`config.mk`:
```
export PLATFORM = sky130hd
export DESIGN_NAME = window_ctrl
export DESIGN_NICKNAME = d
export VERILOG_FILES = /design/src/rtl/window_ctrl.sv
export SDC_FILE = /design/constraint.sdc
export NUM_CORES = 1
export LEC_CHECK = 0
export ABC_AREA = 1
export BUFFER_PORTS_ARGS = -buffer_cell sky130_fd_sc_hd__buf_4
export CELL_PAD_IN_SITES_DETAIL_PLACEMENT = 0
export CELL_PAD_IN_SITES_GLOBAL_PLACEMENT = 1
export CORE_MARGIN = 4
export CORE_UTILIZATION = 35
export CTS_CLUSTER_SIZE = 25
export DETAILED_ROUTE_END_ITERATION = 8
export PLACE_DENSITY_LB_ADDON = 0.1
export RECOVER_POWER = 100
export SLEW_MARGIN = 5
export SYNTH_ARGS = -nofsm -noshare
export SYNTH_HDL_FRONTEND = slang
export SYNTH_SLANG_ARGS = --single-unit
```
`constraint.sdc`:
```
create_clock -name clk -period 3.1 [get_ports clk]
set_input_delay 0.62 -clock clk [delete_from_list [all_inputs] [get_ports clk]]
set_output_delay 0.62 -clock clk [all_outputs]
set_load 0.01 [all_outputs]
```
`src/rtl/window_ctrl.sv`:
```
// -----------------------------------------------------------------------------
// window_ctrl
//
// Sequencer for the 5-row tap shift-register window of the BNN convolution
// stage. It accepts a raster-order pixel stream and drives the window's shift
// enable and geometry select. For every pixel written it tracks the image
// coordinates and reports when the taps hold a complete K-row column
// (col_valid) and a complete KxK region (win_valid). While a valid column is
// waiting for downstream, input is stalled so the taps cannot move under it.
//
// Ports
//   clk          rising-edge clock
//   rst          asynchronous, active-high reset
//   frame_start  one-cycle pulse that starts a frame (honoured only in IDLE)
//   cfg_state    geometry for the next frame (0: W0, 1: W1), taken on start
//   in_valid     upstream pixel is valid
//   in_ready     controller accepts a pixel this cycle
//   shift_en     window shift enable, in_valid & in_ready
//   win_state    window geometry select, held from frame start
//   out_ready    downstream consumes the current tap column
//   col_valid    taps hold a complete K-row column
//   win_valid    col_valid and at least K columns of the row are present
//   out_row      row of the newest pixel in the window
//   out_col      column of the newest pixel in the window
//   busy         controller is outside IDLE
//   frame_done   one-cycle pulse at the end of a frame
// -----------------------------------------------------------------------------
module window_ctrl #(
    parameter int K  = 5,
    parameter int W0 = 28,
    parameter int W1 = 12,
    parameter int CW = 5
) (
    input  logic          clk,
    input  logic          rst,
    input  logic          frame_start,
    input  logic          cfg_state,
    input  logic          in_valid,
    output logic          in_ready,
    output logic          shift_en,
    output logic          win_state,
    input  logic          out_ready,
    output logic          col_valid,
    output logic          win_valid,
    output logic [CW-1:0] out_row,
    output logic [CW-1:0] out_col,
    output logic          busy,
    output logic          frame_done
);

    localparam logic [1:0] IDLE  = 2'd0;
    localparam logic [1:0] RUN   = 2'd1;
    localparam logic [1:0] DRAIN = 2'd2;
    localparam logic [1:0] DONE  = 2'd3;

    localparam logic [CW-1:0] LAST0    = CW'(W0 - 1);
    localparam logic [CW-1:0] LAST1    = CW'(W1 - 1);
    localparam logic [CW-1:0] TAP_LAST = CW'(K - 1);

    logic [1:0]    state;
    logic [CW-1:0] row;
    logic [CW-1:0] col;
    logic [CW-1:0] last;

    // Last row/column index of the active geometry; win_state is frozen for
    // the whole frame, so this is stable while counting.
    assign last = win_state ? LAST1 : LAST0;

    // A pending column blocks the next shift unless downstream takes it in
    // the same cycle, which keeps full throughput with out_ready held high.
    assign in_ready   = (state == RUN) && (!col_valid || out_ready);
    assign shift_en   = in_valid && in_ready;
    assign busy       = (state != IDLE);
    assign frame_done = (state == DONE);

    // NOTE: every register here, including the coordinate outputs, gets a
    // reset value so an aborted frame leaves no stale valid or coordinate.
    always_ff @(posedge clk or posedge rst) begin
        if (rst) begin
            state     <= IDLE;
            win_state <= 1'b0;
            row       <= '0;
            col       <= '0;
            out_row   <= '0;
            out_col   <= '0;
            col_valid <= 1'b0;
            win_valid <= 1'b0;
        end else begin
            // NOTE: non-blocking assignments throughout, so every comparison
            // below sees the pre-increment row/col of this cycle.
            case (state)
                IDLE: begin
                    if (frame_start) begin
                        win_state <= cfg_state;
                        row       <= '0;
                        col       <= '0;
                        out_row   <= '0;
                        out_col   <= '0;
                        state     <= RUN;
                    end
                end
                RUN: begin
                    if (shift_en) begin
                        // Outputs describe the pixel just shifted in, so they
                        // line up with the taps after this shift.
                        out_row   <= row;
                        out_col   <= col;
                        col_valid <= (row >= TAP_LAST);
                        win_valid <= (row >= TAP_LAST) && (col >= TAP_LAST);
                        if (col == last) begin
                            col <= '0;
                            row <= row + 1'b1;
                            if (row == last) begin
                                state <= DRAIN;
                            end
                        end else begin
                            col <= col + 1'b1;
                        end
                    end else if (out_ready) begin
                        col_valid <= 1'b0;
                        win_valid <= 1'b0;
                    end
                end
                DRAIN: begin
                    // Wait for the final column to be consumed.
                    if (!col_valid || out_ready) begin
                        col_valid <= 1'b0;
                        win_valid <= 1'b0;
                        state     <= DONE;
                    end
                end
                DONE: begin
                    state <= IDLE;
                end
                default: begin
                    state <= IDLE;
                end
            endcase
        end
    end

endmodule

```
==> metrics <==
Sw Pwr 0.488 mW; DR iter-0 viols 38; peak supply drop 0.381 mV; largest net degree at the start of global routing 31; WP buf/inv 4; core area 0.00403 mm2; die area 0.00528 mm2; hold_buf cts 0; CP cell instances inv_1, ha_1, buf_4, inv_1, nor2_1, clkbuf_1; sw frac 0.449; ranking of synthesized cells by area dfrtp_1, nand2_1, ha_1; Layout Utilization 0.403; Max Cap Violations 0; delay-heaviest family, CP buffers and inverters; Critical Path Fanout Max 12; width of the die 72.6 um; CTS root buf clkbuf_8; Tcrit/Tclk final 0.804; Yosys top cell area share 0.428; I/O Buffers 22; DR WL/cell 12.0 um; Critical Path Max Stage Delay 0.42 ns; fin nets 223; max-slew violation count 0; CTS buffer count 3; Setup Buffers After CTS 0; Starting Density 0.363; YS warnings 0; Setup TNS Final 0 ns; commonest non-fill, non-tap cells in the layout nand2_1, dfrtp_1, inv_1; mapped cell area 0.00146 mm2; met2 usage 0.193; Max Root-Sink Buffers 2; unrepaired setup endpoints after global routing false; 1st-pass router iterations 4; Slew @ Worst Pin 0.952 ns; synthesized net count 201; GRT Max-Usage Layer met2; met3 Use GR 0.0248; Cells after Synth 186; total clock sinks 25; Setup crit end kind primary output; met1 Usage GRT 0.190; IO Count 23; Power Density 668 mW/mm2; FF+latch count, synth 25; count of endpoints failing hold in the final timing report 0; internal power 0.598 mW; Critical Path Most Common Cell inv_1; Setup violations, final 0; Yosys top cell by area dfrtp_1; cts repair resizes 0; Die Span Y 72.6 um; CTS clk-pin slew, worst paths 0.09 ns; layout cells sized above 1 0.101; first-pass GRT wire length 5440 um; normalized max-slew margin 0.365; row count 23; CTS tree done; CP Launch Type flip-flop; DR vias 1198; gpl congestion 0.815; clock latency on the worst-skew pair 0.27 ns; Final ANT Viol Nets 0; Antenna Cells 0; Logic pwr share 0.444; Synth-to-Final Area Change 11.1%; vias in the first global route 1171; DRC viols 0; HP Class reg -> reg; leakage 0.800 nW; Arrival @ worst endpoint 1.87 ns; vias per cell 4.66; grt ovf 0; Max H-tree Level 1; post-synth cell types 27; post-synthesis sequential area ratio 0.428; status finished clean; Fin Clk Skew 0.00469 ns; slowest cell on the critical path dfrtp_1; commonest non-fill, non-tap cell in the layout nand2_1; Seq pwr share 0.378; CP required 2.48 ns; initial antenna violation count 0; dpl hpwl 2350 um; Period minus WS final 2.49 ns; Clock Power Share 0.177; WL final 3080 um; average size of a mapped cell 7.86 um2; critical path class reg -> out; GRT Overall Usage 0.130; fmax 0.401 GHz
## worst reg2reg max path, stage by stage, from the launching register on
cell and delay [ns]:
dfrtp_1 0.42, inv_1 0.11, ha_1 0.42, nand3_1 0.15
o21ai_0 0.16, nand2_1 0.56, nor2_1 0.39, nand2_1 0.09
nand2_1 0.07
## synthesized netlist by cell type
| cell | number |
|---|---|
| buf_4 | 2 |
| nand3_1 | 12 |
| a21oi_2 | 1 |
| o31a_1 | 1 |
| nand2b_1 | 1 |
| nor3_1 | 2 |
| dfrtp_1 | 25 |
| a32oi_1 | 1 |
| nor2_1 | 8 |
| ha_1 | 9 |
| o21ai_2 | 1 |
| or2_2 | 1 |
| inv_1 | 21 |
| xor2_1 | 3 |
| nor2_4 | 1 |
| a21oi_4 | 1 |
| nand3_2 | 2 |
| nand2_1 | 61 |
| buf_2 | 4 |
| nor3_2 | 1 |
| nor2_2 | 2 |
| nand2_2 | 5 |
| nand4_1 | 3 |
| inv_2 | 2 |
| a21oi_1 | 1 |
| o21ai_0 | 13 |
| o21ai_1 | 2 |
## stage by stage
| stage | total power [mW] | hold WS [ns] | cells | worst slack [ns] | cell area [um2] |
|---|---|---|---|---|---|
| floorplan | 0.830 | 0.490 | 186 | 1.40 | 1460 |
| global placement | 0.958 | 0.467 | 253 | 0.881 | 1660 |
| detailed placement | 0.969 | 0.476 | 253 | 0.799 | 1660 |
| CTS | 1.17 | 0.499 | 257 | 0.641 | 1710 |
| global route | 1.21 | 0.512 | 257 | 0.342 | 1630 |
| finish | 1.09 | 0.487 | 257 | 0.608 | 1630 |
## state kept, by name, indices dropped and copies added (netlist names)
name and flops:
win_state 1, out_col 5, col 5, state 2
out_row 5, col_valid 1, win_valid 1, row 5
## layer usage
metal	part of all wire	vias up
li1	-	622
met1	0.51	545
met2	0.42	27
met3	0.052	4
met4	0.011	0
met5	0	-
## logic make-up after synthesis
logic type | Yosys count | share of synthesized area
adder cells (fa/ha/maj) | 9 | 0.0770
flip-flops | 25 | 0.428
XOR/XNOR | 3 | 0.0180
AO/OA/AOI/OAI | 21 | 0.0898
buffers and inverters | 29 | 0.0830
AND/OR/NAND/NOR | 99 | 0.305
## layout make-up
| cell class | instances | area [um2] |
|---|---|---|
| inverter | 23 | 86.3 |
| timing repair buffer | 23 | 109 |
| multi-input combinational | 132 | 696 |
| clock buffer | 3 | 41.3 |
| tap | 50 | 62.6 |
| fill | 452 | 2400 |
| clock inverter | 1 | 5.00 |
| sequential | 25 | 626 |
## power groups by stage
stage                     clock (mW)  combinational [mW]  sequential [mW]
final                          0.193               0.483            0.411
after global routing           0.222               0.566            0.420
after CTS                      0.200               0.554            0.411
after detailed placement           0               0.552            0.417
after global placement             0               0.543            0.415
after floorplan                    0               0.418            0.412
## path summary, 6_finish.rpt
check	cells past startpoint	startpoint	endpoint	slack (ns)
max in group asynchronous	2	rst	col[1]$_DFFE_PP0P_	1.96
setup / recovery	6	state[1]$_DFFE_PP0P_	in_ready	0.61
hold reg to reg	2	out_col[4]$_DFFE_PP0P_	out_col[4]$_DFFE_PP0P_	0.49
min in group asynchronous	2	rst	out_row[0]$_DFFE_PP0P_	0.57
hold / removal	2	out_col[4]$_DFFE_PP0P_	out_col[4]$_DFFE_PP0P_	0.49
setup reg to reg	8	state[1]$_DFFE_PP0P_	row[2]$_DFFE_PP0P_	0.68
No activity file was read; power rests on OpenSTA's default activity.
